$ cat src/rtl/alu_execute_stage.sv
// Execute-stage front end: single-cycle ALU ops, div/mod sequencing through the divider handshake, E/GT flags.
// Latency: single-cycle ops 1 cycle; div/mod 1 cycle after the divider drops busy (minimum 5 cycles).
// Backpressure: stall_out holds the OF/EX latch during hold_in, a div/mod issue or block, and while the divider is busy.
module alu_execute_stage #(
  parameter int WIDTH = 32
) (
  input  logic             clk,
  input  logic             rst,
  input  logic             in_valid,
  input  logic [3:0]       alu_op,
  input  logic [WIDTH-1:0] op_a,
  input  logic [WIDTH-1:0] op_b,
  input  logic             hold_in,
  output logic             stall_out,
  output logic             out_valid,
  output logic [WIDTH-1:0] out_result,
  output logic             flag_e,
  output logic             flag_gt,
  output logic             div_req,
  output logic [31:0]      div_a,
  output logic [31:0]      div_b,
  input  logic             div_busy,
  input  logic [31:0]      div_quo,
  input  logic [31:0]      div_rem
);

  localparam logic [3:0] OP_ADD = 4'd0;
  localparam logic [3:0] OP_SUB = 4'd1;
  localparam logic [3:0] OP_MUL = 4'd2;
  localparam logic [3:0] OP_DIV = 4'd3;
  localparam logic [3:0] OP_MOD = 4'd4;
  localparam logic [3:0] OP_CMP = 4'd5;
  localparam logic [3:0] OP_AND = 4'd6;
  localparam logic [3:0] OP_OR  = 4'd7;
  localparam logic [3:0] OP_NOT = 4'd8;
  localparam logic [3:0] OP_MOV = 4'd9;
  localparam logic [3:0] OP_LSL = 4'd10;
  localparam logic [3:0] OP_LSR = 4'd11;
  localparam logic [3:0] OP_ASR = 4'd12;

  typedef enum logic [0:0] {
    S_IDLE     = 1'b0,
    S_DIV_WAIT = 1'b1
  } state_t;

  state_t           state_q, state_d;
  logic             out_valid_q, out_valid_d;
  logic [WIDTH-1:0] out_result_q, out_result_d;
  logic             flag_e_q, flag_e_d;
  logic             flag_gt_q, flag_gt_d;
  logic [31:0]      div_a_q, div_a_d;
  logic [31:0]      div_b_q, div_b_d;
  logic             op_mod_q, op_mod_d;
  // One-entry skid: a divider result that lands while hold_in is high waits here.
  logic             skid_vld_q, skid_vld_d;
  logic [WIDTH-1:0] skid_dat_q, skid_dat_d;

  logic             is_divmod;
  logic             b_zero;
  logic             idle_take;
  logic             div_needed;
  logic             div_issue;
  logic             single_take;
  logic             div_done;
  logic             alu_vld;
  logic [WIDTH-1:0] alu_res;
  logic [WIDTH-1:0] div_res;
  logic [4:0]       shamt;
  logic [31:0]      a32;
  logic [31:0]      b32;

  assign is_divmod = (alu_op == OP_DIV) || (alu_op == OP_MOD);
  assign b_zero    = (op_b == '0);
  assign shamt     = op_b[4:0];
  assign a32       = 32'(op_a);
  assign b32       = 32'(op_b);

  // The skid entry blocks acceptance: in its drain cycle the latch still holds the
  // finished div/mod, which is retired (stall_out low) without being re-issued.
  assign idle_take   = (state_q == S_IDLE) && !skid_vld_q && in_valid && !hold_in;
  assign div_needed  = is_divmod && !b_zero;
  assign div_issue   = idle_take && div_needed && !div_busy;
  assign single_take = idle_take && !div_needed;
  assign div_done    = (state_q == S_DIV_WAIT) && !div_busy;
  assign div_res     = WIDTH'(op_mod_q ? div_rem : div_quo);

  assign div_req   = div_issue && !rst;
  assign stall_out = hold_in
                   || ((state_q == S_IDLE) && !skid_vld_q && in_valid && div_needed)
                   || ((state_q == S_DIV_WAIT) && div_busy);

  // Operands go to the divider straight from the latch in the request cycle and from
  // the capture registers afterwards, so A/B stay stable from request to result.
  assign div_a = div_req ? a32 : div_a_q;
  assign div_b = div_req ? b32 : div_b_q;

  assign out_valid  = out_valid_q;
  assign out_result = out_result_q;
  assign flag_e     = flag_e_q;
  assign flag_gt    = flag_gt_q;

  // Single-cycle function unit; div/mod here only cover the divide-by-zero shortcut.
  always_comb begin
    alu_vld = 1'b1;
    alu_res = '0;
    case (alu_op)
      OP_ADD:  alu_res = op_a + op_b;
      OP_SUB:  alu_res = op_a - op_b;
      OP_MUL:  alu_res = op_a * op_b;
      OP_DIV:  alu_res = '1;
      OP_MOD:  alu_res = op_a;
      OP_CMP:  alu_res = '0;
      OP_AND:  alu_res = op_a & op_b;
      OP_OR:   alu_res = op_a | op_b;
      OP_NOT:  alu_res = ~op_b;
      OP_MOV:  alu_res = op_b;
      OP_LSL:  alu_res = op_a << shamt;
      OP_LSR:  alu_res = op_a >> shamt;
      OP_ASR:  alu_res = $unsigned($signed(op_a) >>> shamt);
      default: alu_vld = 1'b0;
    endcase
  end

  // Next-state: result selection priority is skid drain, divider completion, new instruction.
  always_comb begin
    state_d      = state_q;
    out_valid_d  = out_valid_q;
    out_result_d = out_result_q;
    flag_e_d     = flag_e_q;
    flag_gt_d    = flag_gt_q;
    div_a_d      = div_a_q;
    div_b_d      = div_b_q;
    op_mod_d     = op_mod_q;
    skid_vld_d   = skid_vld_q;
    skid_dat_d   = skid_dat_q;
    if (!hold_in) begin
      out_valid_d = 1'b0;
      if (skid_vld_q) begin
        out_valid_d  = 1'b1;
        out_result_d = skid_dat_q;
        skid_vld_d   = 1'b0;
      end else if (div_done) begin
        out_valid_d  = 1'b1;
        out_result_d = div_res;
        state_d      = S_IDLE;
      end else if (div_issue) begin
        state_d  = S_DIV_WAIT;
        op_mod_d = (alu_op == OP_MOD);
        div_a_d  = a32;
        div_b_d  = b32;
      end else if (single_take) begin
        out_valid_d = alu_vld;
        if (alu_vld) begin
          out_result_d = alu_res;
        end
        if (alu_op == OP_CMP) begin
          flag_e_d  = (op_a == op_b);
          flag_gt_d = ($signed(op_a) > $signed(op_b));
        end
      end
    end else if (div_done) begin
      skid_vld_d = 1'b1;
      skid_dat_d = div_res;
      state_d    = S_IDLE;
    end
  end

  // State and output registers with synchronous reset.
  always_ff @(posedge clk) begin
    if (rst) begin
      state_q      <= S_IDLE;
      out_valid_q  <= 1'b0;
      out_result_q <= '0;
      flag_e_q     <= 1'b0;
      flag_gt_q    <= 1'b0;
      div_a_q      <= '0;
      div_b_q      <= '0;
      op_mod_q     <= 1'b0;
      skid_vld_q   <= 1'b0;
      skid_dat_q   <= '0;
    end else begin
      state_q      <= state_d;
      out_valid_q  <= out_valid_d;
      out_result_q <= out_result_d;
      flag_e_q     <= flag_e_d;
      flag_gt_q    <= flag_gt_d;
      div_a_q      <= div_a_d;
      div_b_q      <= div_b_d;
      op_mod_q     <= op_mod_d;
      skid_vld_q   <= skid_vld_d;
      skid_dat_q   <= skid_dat_d;
    end
  end

endmodule
$ cat config.mk
export PLATFORM = sky130hd
export DESIGN_NAME = alu_execute_stage
export DESIGN_NICKNAME = d
export VERILOG_FILES = /design/src/rtl/alu_execute_stage.sv
export SDC_FILE = /design/constraint.sdc
export NUM_CORES = 2
export LEC_CHECK = 0
export BUFFER_PORTS_ARGS = -buffer_cell sky130_fd_sc_hd__buf_2
export CAP_MARGIN = 40
export CELL_PAD_IN_SITES_DETAIL_PLACEMENT = 2
export CELL_PAD_IN_SITES_GLOBAL_PLACEMENT = 2
export CORE_MARGIN = 2
export CORE_UTILIZATION = 41
export DETAILED_ROUTE_END_ITERATION = 7
export PLACE_DENSITY_LB_ADDON = 0.1
export SYNTH_ARGS = -nofsm -noshare
export SYNTH_HDL_FRONTEND = slang
export SYNTH_SLANG_ARGS = --single-unit
$ cat constraint.sdc
create_clock -name clk -period 27.9 [get_ports clk]
set_input_delay 6.975 -clock clk [delete_from_list [all_inputs] [get_ports clk]]
set_output_delay 6.975 -clock clk [all_outputs]
set_load 0.02 [all_outputs]
==> results by group <==
Run status
  • Outcome: finished with violations
  • Failing checks: design-rule violations

Floorplan
  • Top Ports: 238
  • # rows: 99
  • Die area: 76200 sq um
  • Initial core utilization: 41.5%
  • Die Span Y: 276 um
  • Core Area: 73100 sq um
  • Die W: 276 um

STA
  • RSZ-0062 raised after global routing: no
  • Final slew viol count: 0
  • Min Tclk post-route: 17.52 ns
  • Final setup viols: 0
  • FMAX: 0.0571 GHz
  • Max transition margin: 27.9%
  • Final setup TNS: 0 ns
  • Final worst path period share: 62.8%
  • Hold Violations, Final: 0
  • Clock Skew: 0.0144 ns
  • Slew at the pin with the worst max-slew slack: 1.07 ns

Global route
  • Overflow after GRT: 0
  • Via count of the first global-routing pass: 36800
  • Largest net degree at the start of global routing: 67
  • First-pass GRT wire length: 269000 um
  • Total GRT Usage: 49.1%
  • Antenna violations before repair: 17

Worst setup path
  • Reg-to-Reg End: out_result[29]
  • Crit path required time: 20.92 ns
  • Reg2Reg Launch Point: skid_vld_q
  • Crit path top cell by count: buf_4
  • Crit path buf inv count: 5
  • Crit path max-delay family: buffers and inverters
  • Flop2flop setup slack: 24.16 ns
  • Slowest CP cell: buf_4
  • WP data arrival: 10.55 ns
  • Critical path class: in -> out
  • Worst reg-to-reg path cell count: 10
  • Worst Path Max Fanout: 65
  • CP startpoint kind: input port
  • CP Cell Sequence: buf_2 > buf_4 > nor4_2 > buf_4 > nand4_1 > or3_1 > o21ai_1 > or3_2 > nor2_4 > buf_4 > mux2_2 > buf_2
  • Worst path max stage delay: 0.67 ns
  • Crit. End Element: primary output

Logic synthesis
  • #FFs+latches synth: 134
  • Main synth FF type: dfxtp_1
  • Unique masters post-synth: 74
  • XOR/XNOR share of the synthesized area: 2.77%
  • Post-synth ARST share: 0%
  • Post-synthesis simple-gate area fraction: 16.9%
  • Synth Warn #: 0
  • Post-synthesis adder-cell area fraction: 36.1%
  • Synth Area in Compound Gates: 16.4%
  • Number of flops mapped to enable cells by yosys: 0
  • Multiplexer share of the synthesized area: 9.34%
  • Syn avg cell area: 7.92 sq um
  • Mapped cell area: 30300 sq um
  • Post-synthesis sequential area ratio: 8.84%
  • Cells after Synth: 3832
  • Post-Syn Nets: 4599
  • Largest family of logic cells by synthesized area: adder cells

Drt
  • DR DRC count: 42
  • Post-Route WL: 189000 um
  • Pre-Repair DR Iteration Count: 8
  • Via-to-Cell Ratio: 6.78
  • Post-DRT Antenna Nets: 0
  • Wire per inst: 38.6 um
  • Vias: 33100
  • Initial DRC count: 3818

CTS
  • Longest Clk Path Bufs: 2
  • Root Driver: clkbuf_16
  • Post-CTS Setup Repair Bufs: 0
  • CTS buffer count: 17
  • CTS Sinks: 134
  • Hold buffer count at CTS: 0
  • Clk pin slew, worst setup/hold paths: 0.08 ns
  • CTS tree: yes
  • Later-pin clock latency in the skew report: 0.49 ns
  • H-tree levels: 4
  • Post-cts resize count: 0

Min path
  • Worst hold path stage count: 2
  • Worst Hold End: out_result[5]
  • Hold/Removal Path Class: reg -> reg
  • Hold_sp: out_result[5]

Job
  • Max-cap violations: 0

Place
  • # port buffers: 237
  • Final GP Congestion: 1.04
  • DPL Wire Length: 141000 um

Layout
  • Most common cell after layout, fill and taps aside: nor2_1
  • Area delta synth->final: 9.62%
  • Most frequent cells in the layout: nor2_1 (576), nand2_1 (460), inv_1 (456)
  • Final Util: 45.5%
  • Share of post-route cells with drive strength above 1: 14.2%
  • Nets@finish: 4675
[flip-flops by register name (all words and copies together) (netlist names)]
signal and cells:
skid_vld_q 1, out_valid 1, state_q 1, div_a_q 32, flag_e 1, op_mod_q 1, skid_dat_q 32, div_b_q 32
flag_gt 1, out_result 32
[through the flow]
| step | worst slack, ns | area (sq um) | instances | hold slack, ns |
|---|---|---|---|---|
| detailed placement | 10.58 | 32700 | 4845 | 0.451 |
| CTS | 10.54 | 33200 | 4877 | 0.466 |
| global route | 10.34 | 33200 | 4881 | 0.482 |
| finish | 10.38 | 33300 | 4887 | 0.463 |
| global placement | 10.03 | 32400 | 4828 | 0.439 |
| floorplan | 11.53 | 30300 | 3832 | 0.434 |
[worst max-delay path by stage]
stage,startpoint,to,slack [ns],cells after the start
finish,op_b[8],div_a[3],10.38,12
global route,op_b[8],div_a[10],10.34,12
CTS,op_b[8],div_a[3],10.54,12
detailed placement,op_b[8],div_b[16],10.58,12
global placement,op_b[8],div_b[4],10.03,11
floorplan,alu_op[0],div_b[22],11.53,10
[Yosys cell counts, types with 6 or more instances]
cell type	instances	area (sq um)
a2111oi_0	11	96.3
a211o_1	11	96.3
a211oi_1	62	465
a21o_1	22	165
a21oi_1	237	1190
a221o_1	16	160
a221oi_1	31	272
a22oi_1	14	105
a31o_2	7	61.3
a31oi_1	19	119
and3_1	6	37.5
buf_1	39	146
buf_2	18	90.1
clkbuf_1	242	908
clkinv_1	14	52.6
dfxtp_1	134	2680
fa_1	410	8210
ha_1	220	2750
inv_1	457	1720
mux2_2	71	800
mux2i_1	66	661
mux4_2	61	1370
nand2_1	460	1730
nand2b_1	24	150
nand3_1	27	135
nand4_1	12	75.1
nor2_1	579	2170
nor2b_1	15	93.8
nor3_1	54	270
nor4_1	22	138
o2111ai_1	15	131
o211ai_1	19	143
o21a_1	12	90.1
o21ai_0	130	651
o21bai_1	21	158
o221ai_1	27	236
o22ai_1	24	150
o31a_1	9	78.8
o31ai_1	11	82.6
o32ai_1	7	61.3
or2_2	7	43.8
or3_1	15	93.8
xnor2_1	74	648
xor2_1	22	193
[cell type report]
| type | count | area [sq um] |
|---|---|---|
| tap | 959 | 1200 |
| multi-input combinational | 2925 | 24800 |
| timing repair buffer | 356 | 2230 |
| sequential | 134 | 2680 |
| clock buffer | 17 | 425 |
| clock inverter | 15 | 131 |
| fill | 8247 | 39800 |
| antenna | 7 | 17.5 |
| inverter | 474 | 1780 |
[kinds of logic (layout without fill, tap and decap cells)]
logic type,after synthesis,count (layout)
xor+xnor,96,96
fa+ha+maj,630,630
buf+inv,773,862
compound gates,755,755
simple gates,1246,1246
flops,134,134
mux,198,198
other cells,0,7
[per-layer routing]
| metal | GRT usage [%] | wire (um) |
|---|---|---|
| met4 | 39.9 | 18800 |
| met1 | 57.3 | 67300 |
| met2 | 74.0 | 81000 |
| met5 | 0.375 | 127 |
| met3 | 15.9 | 21700 |
[worst min-delay path, cell delays in order, from the launching register on]
cell	delay, ns
dfxtp_1	0.31
nand2_1	0.05
a21oi_1	0.05
Power is left out: the tool's default activity adds up to more than one toggle a clock period on the data nets, which glitch-free logic cannot reach.
